--- config.mk ---
export PLATFORM = sky130hd
export DESIGN_NAME = alu_word_sequencer
export DESIGN_NICKNAME = d
export VERILOG_FILES = /design/src/rtl/alu_word_sequencer.sv
export SDC_FILE = /design/constraint.sdc
export NUM_CORES = 1
export LEC_CHECK = 0
export BUFFER_PORTS_ARGS = -buffer_cell sky130_fd_sc_hd__clkbuf_2
export CORE_AREA = 2 2 124 96
export CTS_CLUSTER_SIZE = 8
export DETAILED_ROUTE_END_ITERATION = 8
export DIE_AREA = 0 0 126 98
export GPL_ROUTABILITY_DRIVEN = 0
export PLACE_DENSITY = 0.64
export SYNTH_ARGS = -nofsm -noshare
export SYNTH_HDL_FRONTEND = slang
export SYNTH_SLANG_ARGS = --single-unit
--- constraint.sdc ---
create_clock -name i_clk -period 2.1 [get_ports i_clk]
set_input_delay 0.105 -clock i_clk [delete_from_list [all_inputs] [get_ports i_clk]]
set_output_delay 0.105 -clock i_clk [all_outputs]
set_load 0.02 [all_outputs]
--- src/rtl/alu_word_sequencer.sv ---
// alu_word_sequencer
// Feeds a BITS-wide combinational ALU one word per cycle (LSW first),
// chaining the ALU carry between words, and assembles the WORDS*BITS
// wide result, final carry and error summary for a downstream consumer.
// Optional feature macro: ALU_SEQ_ERR_ABORT_EN -- when defined, the first
// word that raises the ALU error ends the operation early.
module alu_word_sequencer #(
  parameter int BITS  = 8,
  parameter int WORDS = 4
) (
  input  logic                   i_clk,
  input  logic                   i_rst_n,
  input  logic                   i_valid,
  output logic                   o_ready,
  input  logic [WORDS*BITS-1:0]  i_a,
  input  logic [WORDS*BITS-1:0]  i_b,
  input  logic [1:0]             i_op,
  input  logic                   i_carry,
  output logic [BITS-1:0]        o_alu_a,
  output logic [BITS-1:0]        o_alu_b,
  output logic [1:0]             o_alu_op,
  output logic                   o_alu_carry,
  input  logic [BITS-1:0]        i_alu_out,
  input  logic                   i_alu_carry,
  input  logic                   i_alu_ERR,
  output logic                   o_valid,
  input  logic                   i_ready,
  output logic [WORDS*BITS-1:0]  o_result,
  output logic                   o_carry,
  output logic                   o_err
);

  localparam int W     = WORDS * BITS;
  localparam int IDX_W = $clog2(WORDS);
  localparam logic [IDX_W-1:0] LAST_IDX = IDX_W'(WORDS - 1);

  localparam logic [1:0] S_IDLE = 2'd0;
  localparam logic [1:0] S_RUN  = 2'd1;
  localparam logic [1:0] S_DONE = 2'd2;

  logic [1:0]       r_state;
  logic [IDX_W-1:0] r_idx;
  logic [W-1:0]     r_a;
  logic [W-1:0]     r_b;
  logic [1:0]       r_op;
  logic             r_carry;
  logic             r_carry_out;
  logic             r_err;
  logic [BITS-1:0]  r_result_word [WORDS];

  logic             w_run;
  logic             w_accept;
  logic             w_last;
  logic [BITS-1:0]  w_a_word [WORDS];
  logic [BITS-1:0]  w_b_word [WORDS];

  assign w_run    = (r_state == S_RUN);
  assign o_ready  = (r_state == S_IDLE) && i_rst_n;
  assign w_accept = i_valid && o_ready;
  assign w_last   = (r_idx == LAST_IDX);
  assign o_valid  = (r_state == S_DONE);

  // Split the latched operands into words and stitch result words together
  genvar gi;
  generate
    for (gi = 0; gi < WORDS; gi++) begin : g_word
      assign w_a_word[gi] = r_a[gi*BITS +: BITS];
      assign w_b_word[gi] = r_b[gi*BITS +: BITS];
      assign o_result[gi*BITS +: BITS] = r_result_word[gi];

      // Result word: cleared on acceptance, captured when its index is active
      always_ff @(posedge i_clk) begin
        if (!i_rst_n) begin
          r_result_word[gi] <= '0;
        end else if (w_accept) begin
          r_result_word[gi] <= '0;
        end else if (w_run && (r_idx == IDX_W'(gi))) begin
          r_result_word[gi] <= i_alu_out;
        end
      end
    end
  endgenerate

  // ALU operand drive: only the active word during RUN, zeros otherwise
  always_comb begin
    o_alu_a     = '0;
    o_alu_b     = '0;
    o_alu_carry = 1'b0;
    if (w_run) begin
      o_alu_a     = w_a_word[r_idx];
      o_alu_b     = w_b_word[r_idx];
      o_alu_carry = r_carry;
    end
  end

  assign o_alu_op = r_op;
  assign o_carry  = r_carry_out;
  assign o_err    = r_err;

  // Sequencer FSM: accept, walk the words chaining carry, then hold result
  always_ff @(posedge i_clk) begin
    if (!i_rst_n) begin
      r_state     <= S_IDLE;
      r_idx       <= '0;
      r_a         <= '0;
      r_b         <= '0;
      r_op        <= '0;
      r_carry     <= 1'b0;
      r_carry_out <= 1'b0;
      r_err       <= 1'b0;
    end else begin
      case (r_state)
        S_IDLE: begin
          if (w_accept) begin
            r_a         <= i_a;
            r_b         <= i_b;
            r_op        <= i_op;
            r_carry     <= i_carry;
            r_carry_out <= 1'b0;
            r_err       <= 1'b0;
            r_idx       <= '0;
            r_state     <= S_RUN;
          end
        end
        S_RUN: begin
          r_carry <= i_alu_carry;
          r_err   <= r_err | i_alu_ERR;
          r_idx   <= r_idx + IDX_W'(1);
`ifdef ALU_SEQ_ERR_ABORT_EN
          // An erroring word ends the operation; higher words stay cleared
          if (w_last || i_alu_ERR) begin
            r_carry_out <= i_alu_carry;
            r_state     <= S_DONE;
          end
`else
          if (w_last) begin
            r_carry_out <= i_alu_carry;
            r_state     <= S_DONE;
          end
`endif
        end
        S_DONE: begin
          if (i_ready) begin
            r_state <= S_IDLE;
          end
        end
        default: begin
          r_state <= S_IDLE;
        end
      endcase
    end
  end

endmodule
== Word-level counts from Yosys, hierarchy flattened ==
Memories as Yosys holds them, arrays and structs flattened.
Index checks and enable logic that the tools add are counted.
Storage, ports and cells
  bits in registers: 73
  bits in latches: 0
  memory bits (writable): 32
  ROM bits: 0
  bits of input ports: 81
  output and inout port bits: 55
  memories kept: 1
Cells by class
  $add $sub $neg: 1
  multipliers: 0
  div/mod/pow operators: 0
  $lt $le $gt $ge: 1
  eq/ne operators: 8
  shift-type cells: 0
  mux-type cells: 49
  bitwise operators: 10
  reduce and logical (&&, ||, !) cells: 13
Memories
  r_result_word: depth 4, bits a word 8, rd ports 4, clocked after Yosys merged registers in 0, write ports 4, RTL line 49  | logic [BITS-1:0] r_result_word [WORDS];
Operators with widths (number)
  8-bit two-way mux: 14
  8-bit binary-select mux with 2-bit select: 2
  1-bit two-way mux: 24
  1-bit bitwise OR: 9
  2-bit two-way mux: 4
  2-bit == test, second input constant: 3
  1-bit logical AND: 6
  1-bit one-hot mux with 2 select lines: 3
  2-bit one-hot mux with 3 select lines: 1
  3-bit AND reduction: 2
  2-bit by 1-bit == test with 1-bit output, second input constant: 2
  2-bit zero test: 2
  2-bit by 1-bit inequality test with 1-bit output, second input constant: 2
  2-bit one-hot mux with 2 select lines: 1
  2-bit AND reduction: 2
  3-bit >= comparator, second input constant: 1
  2-bit NOT with 3-bit output: 1
  2-bit by 1-bit adder with 2-bit output, second input constant: 1
  2-bit inequality test, second input constant: 1
  2-bit nonzero test: 1

== Depth between registers and ports, before layout ==
Gate-level depths: netlist (run 1).
  depth after elaboration: 8
  mapped depth: 7

== Worst setup path after synthesis (run 1) ==
No wires, ideal clock.
  path type: register to register
  start point: register r_idx[1]
  end point: memory r_result_word[0][0] (enable)
  arrival: 1701 ps
  data required time: 1806 ps
  path slack: 105 ps
  stages on the path, launching flop included: 8
  period minus slack after synthesis: 1995 ps
  path through: dfxtp_1 > buf_2 > buf_2 > inv_1 > ha_1 > and3_1 > buf_2 > or3_1
RTL lines
  start: declaration: RTL line 42  | logic [IDX_W-1:0] r_idx;
  start signal: assignment: RTL line 128  | r_idx <= r_idx + IDX_W'(1);
  end: declaration: RTL line 49

== Worst setup path after layout (run 1) ==
  start point: register r_idx[1]
  end point: output port o_alu_b[1]
Between the ends
  word-level cells in the longest chain between the ends: 5
RTL lines
  2-bit NOT with 3-bit output (implied by the code): RTL line 91  | o_alu_b = w_b_word[r_idx];
  8-bit binary-select mux with 2-bit select: RTL line 91
  8-bit two-way mux (implied by the code) (2 in series): RTL line 91
  8-bit two-way mux: RTL line 89  | if (w_run) begin
  end: declaration: RTL line 20  | output logic [BITS-1:0] o_alu_b,
No other way between the ends. The select of a mux whose other input is x is not followed.

==> impl_metrics.py, run 1 <==
metrics = {
    "status": {
        "outcome": "finished, final reports clean",
    },
    "global_routing": {
        "grt_pass1_wl_mm": 18.0,
        "grt_pass1_vias": 3658,
        "grt_antenna_before_repair": 0,
        "grt.overflow.total": 0,
        "grt_max_degree": 69,
        "grt_usage_pct": 18.4,
    },
    "die": {
        "num_rows": 34,
        "die_w_um": 126,
        "start_util_pct": 39.0,
        "core_area_um2": 11200,
        "die_area_um2": 12300,
        "die_h_um": 98,
        "ioPinCount": 136,
    },
    "critical_path": {
        "crit_required_ps": 2000,
        "reg2reg_from": "r_state[0]",
        "endpoint_kind": "primary output",
        "cp-start-kind": "register",
        "worst_ep_arrival_time_ps": 1870,
        "crit_path_start": "r_idx[1]",
        "rr_worst_depth": 4,
        "worst_r2r_endpoint": "r_result_word[0][0]",
        "crit_type": "register to primary output",
        "critPathMaxFanout": 16,
        "reg2reg_slack_ps": 220,
        "cp-endpoint": "o_alu_b[1]",
    },
    "place": {
        "numPortBuffers": 135,
        "preCtsSetupSlack_ps": 249,
        "hpwl_mm": 7.76,
    },
    "layout": {
        "final_common_cell": "clkbuf_2",
        "drive_above_1_share_pct": 29.3,
        "areaGrowthSynthToFinish_pct": 36.5,
        "n_antenna_cell": 0,
        "final_util_pct": 53.2,
        "layout_common_cells": "135 x clkbuf_2, 134 x nand2_1, 72 x dfxtp_1, 67 x a21oi_1, 52 x dlygate4sd3_1",
        "final_net_count": 702,
    },
    "clock_network": {
        "cts.sinks": 105,
        "cts_buffer_depth": 2,
        "path_clk_slew_ps": 70,
        "cts-htree-levels": 3,
        "post-cts-setup-buffer-count": 0,
        "cts-root-buf": "clkbuf_16",
        "cts_tree": "built",
        "cts_buffers": 9,
        "clk_latency_ps": 340,
    },
    "yosys": {
        "synth_seq_cells": 105,
        "mappedNetlistArea_um2": 4380,
        "netlist_instances": 444,
        "syn_nets": 529,
        "avgSynthCellArea_um2": 9.86,
        "yosysWarnings": 0,
        "ys_types": 30,
        "synth_seq_area_share_pct": 55.3,
    },
    "detailed_routing": {
        "vias_per_cell": 4.87,
        "drt-pass1-iter-count": 4,
        "drcViolationCount": 0,
        "route.vias.total": 3728,
        "routedWlPerCell_um": 14.9,
        "wl_met2_mm": 5.31,
        "met3WireLength_um": 678,
        "ant_nets": 0,
        "drt-initial-drc-count": 199,
        "drt_wl_total_mm": 11.4,
        "wl_met1_mm": 5.15,
        "routed.top_layer": "met4",
    },
    "timing": {
        "hold_violations": 0,
        "finalCritPeriodShare_pct": 94.1,
        "rsz0062_at_grt": "no",
        "fmax_mhz": 506,
        "fin_ws_ps": 123,
        "slew_headroom_pct": 52.9,
        "tns_ps": 0,
        "worst_pin_slew_ps": 707,
        "clock_skew_ps": 7.31,
        "holdWs_ps": 11.0,
        "maxSlewViolCount": 0,
        "finalSetupViolations": 0,
        "period_minus_slack_ps": 1980,
    },
    "power_and_ir_drop": {
        "p_per_area_nw_per_um2": 763,
        "ir_worst_vdd_uv": 407,
        "leakage_nw": 2.49,
    },
    "hold_path": {
        "hp-class": "input pin to register",
    },
    "flow_run": {
        "cap_violations": 0,
    },
}
-- timing repair --
action | in CTS | in global routing
hold buffers | 51 | 1
endpoints found under the hold margin | 51 | 1
endpoints found under the setup margin | 12 | 13
pin swaps | 0 | 0
resized for setup | 2 | 2
-- final cells by class --
type | count | area [um2]
Fill cell | 1011 | 5250
Sequential cell | 105 | 2420
Multi-Input combinational cell | 301 | 1770
Timing Repair Buffer | 196 | 1270
Clock buffer | 10 | 239
Tap cell | 144 | 180
Clock inverter | 6 | 75.1
Inverter | 4 | 15.0
-- critical path, stage by stage, from the launching register on --
cell and delay, ps:
dfxtp_1 410, buf_6 250, mux4_2 540, and2_1 180, clkbuf_2 150
-- through the flow --
step / cell area (um2) / std cells / total power [mW]
2_1_floorplan: 4380 / 444 / 2.60
3_3_place_gp: 5130 / 698 / 2.79
3_5_place_dp: 5130 / 698 / 2.80
4_1_cts: 5960 / 765 / 4.61
5_1_grt: 5980 / 766 / 4.74
6_report: 5980 / 766 / 4.56
-- cell usage after synthesis --
cell type / number / share of area, %
buf_2: 20 / 2.3
a21oi_1: 67 / 7.7
or2b_1: 1 / 0.17
mux4_2: 16 / 8.2
o31ai_1: 1 / 0.17
nand4bb_1: 1 / 0.26
nand2b_1: 1 / 0.14
nand3b_1: 1 / 0.17
nand2_1: 134 / 11
or3_1: 3 / 0.43
and3_1: 4 / 0.57
inv_1: 3 / 0.26
a31o_2: 1 / 0.20
inv_2: 1 / 0.086
a22oi_1: 1 / 0.17
ha_1: 4 / 1.1
clkbuf_1: 9 / 0.77
a31oi_1: 1 / 0.14
nand3_1: 4 / 0.46
and4bb_1: 1 / 0.29
nand4_1: 1 / 0.14
a211oi_1: 1 / 0.17
buf_6: 5 / 1.3
edfxtp_1: 32 / 22
nor3_1: 2 / 0.23
o21ai_0: 1 / 0.11
nor2b_1: 2 / 0.29
dfxtp_1: 73 / 33
nor2_1: 4 / 0.34
and2_1: 49 / 7.0
-- flip-flops by register name (all words and copies together), names as in the netlist --
signal / count
r_carry: 1
r_state: 2
o_alu_op: 2
r_a: 32
o_carry: 1
r_b: 32
r_result_word: 32
o_err: 1
r_idx: 2
-- per-layer routing --
metal | vias up | global-route usage (%)
met5 | - | 0
met4 | 0 | 6.26
met3 | 22 | 5.26
met1 | 1753 | 23.9
met2 | 120 | 29.9
li1 | 1833 | -
-- logic make-up (layout without fill, tap and decap cells) --
family | after synthesis | in the layout | share of synthesized area (%)
buf+inv | 38 | 216 | 4.69
flops | 105 | 105 | 55.3
simple gates | 208 | 208 | 22.0
compound gates | 73 | 73 | 8.63
fa+ha+maj | 4 | 4 | 1.14
mux | 16 | 16 | 8.23
-- worst min-delay path by stage --
stage / from / endpoint / slack [ps] / cells past startpoint
floorplan: i_a[0] / r_a[0] / 240 / 2
global placement: i_b[21] / r_b[21] / 330 / 3
detailed placement: i_b[21] / r_b[21] / 330 / 3
CTS: i_b[8] / r_b[8] / 0.5 / 3
global route: i_b[1] / r_b[1] / 5 / 3
finish: i_a[24] / r_a[24] / 10 / 3
-- where the power goes --
group          leakage (nW)  internal [mW]  switching [mW]
Sequential            0.935           2.19          0.0516
Clock                 0.156          0.976           0.755
Combinational          1.40          0.265           0.321
Total                  2.49           3.43            1.13
Power figures use the tool's default switching activity.
==> run 2, diff against run 1 <==
==> constraint.sdc (replaced) <==
create_clock -name i_clk -period 1.8 [get_ports i_clk]
set_input_delay 0.09 -clock i_clk [delete_from_list [all_inputs] [get_ports i_clk]]
set_output_delay 0.09 -clock i_clk [all_outputs]
set_load 0.005 [all_outputs]
==> impl_metrics.py, run 2 (synthesis results as in run 1) <==
metrics = {
    "status": {
        "outcome": "finished, final reports clean",
    },
    "critical_path": {
        "critPathTopFamily": "multiplexers",
        "crit_slowest_cell": "mux4_2",
        "endpoint_kind": "primary output",
        "crit_chain": "buf_12 -> mux4_2 -> and2_4 -> clkbuf_2",
        "crit_type": "register to primary output",
        "critPathMaxFanout": 13,
        "rr_worst_depth": 4,
        "worst_ep_arrival_time_ps": 1670,
        "crit_required_ps": 1710,
        "worst-path-buf-inv": 2,
        "reg2reg_from": "r_state[0]",
        "slowest_delay_ps": 510,
        "reg2reg_slack_ps": 150,
        "cp-start-kind": "register",
        "worst_r2r_endpoint": "r_result_word[2][5]",
    },
    "hold_path": {
        "hold_start": "i_carry",
        "whs_path_depth": 3,
        "hp-class": "input pin to register",
        "min_to": "r_carry",
    },
    "power_and_ir_drop": {
        "p_clk_share_pct": 38.5,
        "internal-power_mw": 4.12,
        "switching_power_mw": 1.20,
        "ir_worst_vdd_uv": 521,
        "swShare_pct": 22.6,
        "seq_power_share_pct": 49.1,
        "pwr-share-comb_pct": 12.3,
        "leakage_nw": 2.60,
        "p_per_area_nw_per_um2": 856,
    },
    "timing": {
        "finalCritPeriodShare_pct": 98.0,
        "rsz0062_at_grt": "yes",
        "tns_ps": 0,
        "hold_violations": 0,
        "finalSetupViolations": 0,
        "slew_headroom_pct": 51.6,
        "worst_pin_slew_ps": 727,
        "maxSlewViolCount": 0,
        "period_minus_slack_ps": 1760,
        "fmax_mhz": 567,
        "clock_skew_ps": 4.62,
    },
    "layout": {
        "layout_common_cells": "135 x clkbuf_2, 134 x nand2_1, 71 x dfxtp_1, 67 x a21oi_1, 67 x dlygate4sd3_1",
        "final_net_count": 725,
        "layout.cells.non_filler": 789,
        "areaGrowthSynthToFinish_pct": 42.2,
        "n_antenna_cell": 0,
        "reg_top3": "r_a (32), r_b (32), r_result_word (32)",
        "drive_above_1_share_pct": 30.5,
        "final_common_cell": "clkbuf_2",
    },
    "global_routing": {
        "grt_antenna_before_repair": 0,
        "grt_pass1_wl_mm": 17.9,
        "grt.overflow.total": 0,
        "grt_max_degree": 71,
        "grt_usage_pct": 18.0,
        "grt_pass1_vias": 3693,
    },
    "detailed_routing": {
        "drcViolationCount": 0,
        "drt_wl_total_mm": 11.2,
        "vias_per_cell": 4.88,
        "drt-pass1-iter-count": 5,
        "ant_nets": 0,
        "routedWlPerCell_um": 14.2,
        "route.vias.total": 3853,
        "drt-initial-drc-count": 192,
    },
    "die": {
        "start_util_pct": 39.0,
        "num_rows": 34,
        "die_area_um2": 12300,
        "die_w_um": 126,
        "die_h_um": 98,
        "core_area_um2": 11200,
        "ioPinCount": 136,
    },
    "flow_run": {
        "cap_violations": 0,
    },
    "clock_network": {
        "cts_buffers": 9,
        "path_clk_slew_ps": 70,
        "cts-htree-levels": 3,
        "clk_latency_ps": 340,
        "cts.sinks": 105,
        "cts_buffer_depth": 2,
        "cts-root-buf": "clkbuf_16",
        "cts_tree": "built",
    },
    "place": {
        "dp.cells": 702,
        "numPortBuffers": 135,
        "hpwl_mm": 7.12,
    },
}
-- run 2: cell count changes in the layout (fill, tap and decap cells not counted), sizes merged --
| cell | previous run | this run |
|---|---|---|
| dlygate4sd3 | 52 | 67 |
| buf | 9 | 17 |
| bufinv | 1 | 2 |
| clkinv | 3 | 2 |
| clkinvlp | 0 | 1 |
| inv | 6 | 5 |
-- run 2: cell type report --
type,count,area [um2]
clock buffer,10,229
clock inverter,6,81.3
fill,1001,5010
inverter,4,15.0
multi-input combinational,301,1790
sequential,105,2430
tap,144,180
timing repair buffer,219,1500
-- run 2: power by group through the flow --
stage / clock (mW) / sequential, mW / combinational, mW
after global placement: 0 / 2.66 / 0.518
after global routing: 2.20 / 2.63 / 0.724
after floorplan: 0 / 2.66 / 0.305
final: 2.05 / 2.62 / 0.657
after CTS: 2.11 / 2.62 / 0.654
after detailed placement: 0 / 2.67 / 0.525
-- run 2: worst max-delay path by stage --
stage,from,endpoint,slack (ps),cells after the start
6_report,r_idx[0],o_alu_a[6],40,4
2_1_floorplan,r_idx[0],r_result_word[0][0],20,7
3_3_place_gp,r_state[0],r_b[30],210,4
4_1_cts,r_idx[0],o_alu_a[6],7,4
5_1_grt,r_idx[0],o_alu_b[5],-30,4
3_5_place_dp,r_state[0],r_b[5],150,4
-- run 2: layer usage --
metal	track usage (%)	vias up	routed length (um)
li1	-	1881	-
met1	22.4	1805	4730
met2	30.0	150	5420
met3	5.97	17	843
met4	5.33	0	181
met5	0	-	0
-- run 2: timing repair --
action,in CTS,in global routing
hold buffers,67,0
setup buffers,4,0
pin swaps,0,0
setup endpoints to repair,12,32
gates resized for setup,6,8
endpoints found under the hold margin,67,0
-- run 2: per-stage QoR --
step	hold slack [ps]	utilization, %	setup WS [ps]	power (mW)	instance area (um2)
final	22.8	55.4	35.2	5.33	6220
after global routing	22.0	55.4	-33.5	5.55	6220
after CTS	13.3	55.2	6.75	5.38	6200
after detailed placement	318	46.0	149	3.19	5170
after global placement	314	46.0	205	3.18	5170
after floorplan	226	-	16.8	2.96	4410
-- run 2: worst reg2reg max path: stages, from the launching register on --
cell	delay [ps]
dfxtp_1	440
nor2b_2	250
buf_4	240
nand2_1	70
nand3_1	300
==> run 3, diff against run 2 <==
==> constraint.sdc (replaced) <==
create_clock -name i_clk -period 1.8 [get_ports i_clk]
set_input_delay 0.18 -clock i_clk [delete_from_list [all_inputs] [get_ports i_clk]]
set_output_delay 0.18 -clock i_clk [all_outputs]
set_load 0.005 [all_outputs]
==> impl_metrics.py, run 3 (synthesis results as in run 1) <==
metrics = {
    "status": {
        "outcome": "finished, violations left",
        "failed_checks": "setup timing",
    },
    "detailed_routing": {
        "drt_wl_total_mm": 10.6,
        "drt-initial-drc-count": 173,
        "route.vias.total": 3593,
        "ant_nets": 0,
        "vias_per_cell": 4.94,
        "drcViolationCount": 0,
        "drt-pass1-iter-count": 4,
        "routedWlPerCell_um": 14.6,
    },
    "layout": {
        "final_area_um2": 5670,
        "drive_above_1_share_pct": 37.0,
        "layout_common_cells": "134 x nand2_1, 133 x clkbuf_2, 71 x dfxtp_1, 67 x a21oi_1, 33 x and2_1",
        "final_util_pct": 50.5,
        "areaGrowthSynthToFinish_pct": 29.5,
        "reg_top3": "r_a (32), r_b (32), r_result_word (32)",
        "final_net_count": 663,
        "n_antenna_cell": 0,
        "layout.cells.non_filler": 727,
        "final_common_cell": "nand2_1",
    },
    "place": {
        "place_area_um2": 5220,
        "numPortBuffers": 135,
        "hpwl_mm": 7.22,
        "dp.cells": 705,
        "preCtsSetupSlack_ps": 161,
    },
    "clock_network": {
        "cts-root-buf": "clkbuf_16",
        "cts_hold_buf": 0,
        "clk_latency_ps": 340,
        "cts-htree-levels": 3,
        "cts_buffer_depth": 2,
        "cts_tree": "built",
        "path_clk_slew_ps": 70,
        "cts_buffers": 9,
        "cts.sinks": 105,
    },
    "die": {
        "die_w_um": 126,
        "ioPinCount": 136,
        "core_area_um2": 11200,
        "num_rows": 34,
        "start_util_pct": 39.0,
        "die_h_um": 98,
        "die_area_um2": 12300,
    },
    "hold_path": {
        "min_to": "r_a[23]",
        "whs_path_depth": 3,
        "hp-class": "input pin to register",
        "hold_start": "i_a[23]",
    },
    "timing": {
        "hold_violations": 0,
        "fin_ws_ps": -59.2,
        "finalSetupViolations": 11,
        "maxSlewViolCount": 0,
        "period_minus_slack_ps": 1860,
        "slew_headroom_pct": 68.5,
        "finalCritPeriodShare_pct": 103,
        "clock_skew_ps": 5.29,
        "rsz0062_at_grt": "yes",
        "worst_pin_slew_ps": 473,
        "fmax_mhz": 538,
    },
    "global_routing": {
        "grt.overflow.total": 0,
        "grt_max_degree": 68,
        "grt_usage_pct": 17.3,
        "grt_pass1_vias": 3582,
        "grt_antenna_before_repair": 0,
        "grt_pass1_wl_mm": 17.3,
    },
    "critical_path": {
        "worst_r2r_endpoint": "r_result_word[1][7]",
        "reg2reg_slack_ps": 120,
        "worst_ep_arrival_time_ps": 1680,
        "crit_required_ps": 1620,
        "critPathMaxFanout": 7,
        "rr_worst_depth": 5,
        "cp-start-kind": "register",
        "endpoint_kind": "primary output",
        "crit_type": "register to primary output",
        "reg2reg_from": "r_idx[0]",
    },
    "power_and_ir_drop": {
        "ir_worst_vdd_uv": 567,
        "p_per_area_nw_per_um2": 913,
        "leakage_nw": 2.38,
        "total_power_mw": 5.18,
    },
    "flow_run": {
        "cap_violations": 0,
    },
}
-- run 3: changes by cell type in the layout (fill, tap and decap cells not counted), sizes merged --
| cell | change |
|---|---|
| clkinvlp | +1 |
| clkbuf | -3 |
| clkinv | +1 |
| dlygate4sd3 | -67 |
| bufinv | -1 |
| buf | +7 |
-- run 3: area by class of cell --
class | count | area [um2]
fillers | 1096 | 5560
flip-flops and latches | 105 | 2430
multi-input cells | 301 | 1830
repair buffers | 157 | 910
clock buffers | 9 | 225
well taps | 144 | 180
clock inverters | 7 | 80.1
inverters | 4 | 15.0
-- run 3: worst max-delay path by stage --
stage | start | end | slack (ps) | cells past startpoint
after global placement | r_idx[0] | r_result_word[3][2] | 220 | 3
after floorplan | r_idx[0] | r_result_word[0][0] | 20 | 7
after global routing | r_idx[0] | o_alu_b[5] | -120 | 4
after CTS | r_idx[0] | o_alu_a[7] | -70 | 4
after detailed placement | r_state[0] | r_result_word[2][0] | 160 | 4
final | r_idx[0] | o_alu_b[5] | -60 | 4
-- run 3: timing repair --
action / 4_1_cts / 5_1_grt
resized for setup: 19 / 10
setup endpoints to repair: 16 / 16
setup buffers: 5 / 0
pin swaps: 6 / 2
hold endpoints to repair: 0 / 0
gates cloned: 1 / 0
-- run 3: critical path: stages (launching register included) --
cell and delay (ps):
dfxtp_4 410, buf_12 150, mux4_2 500, and2_4 180, clkbuf_2 100
-- run 3: layer usage --
metal	part of all wire [%]	track usage [%]	wire length (um)	up-vias
li1	-	-	-	1754
met1	45	23.1	4820	1705
met2	46	27.8	4920	123
met3	7.1	5.37	752	11
met4	1.1	4.40	116	0
met5	0	0	0	-
-- run 3: stage by stage --
step | hold WS [ps] | TNS, ps
2_1_floorplan | 316 | 0
3_3_place_gp | 404 | 0
3_5_place_dp | 408 | 0
4_1_cts | 39.7 | -651
5_1_grt | 39.1 | -1180
6_report | 48.1 | -402
-- run 3: report_power, final --
part | internal (mW) | switching [mW] | total (mW)
Clock | 1.09 | 0.890 | 1.98
Sequential | 2.56 | 0.0597 | 2.62
Combinational | 0.286 | 0.290 | 0.576
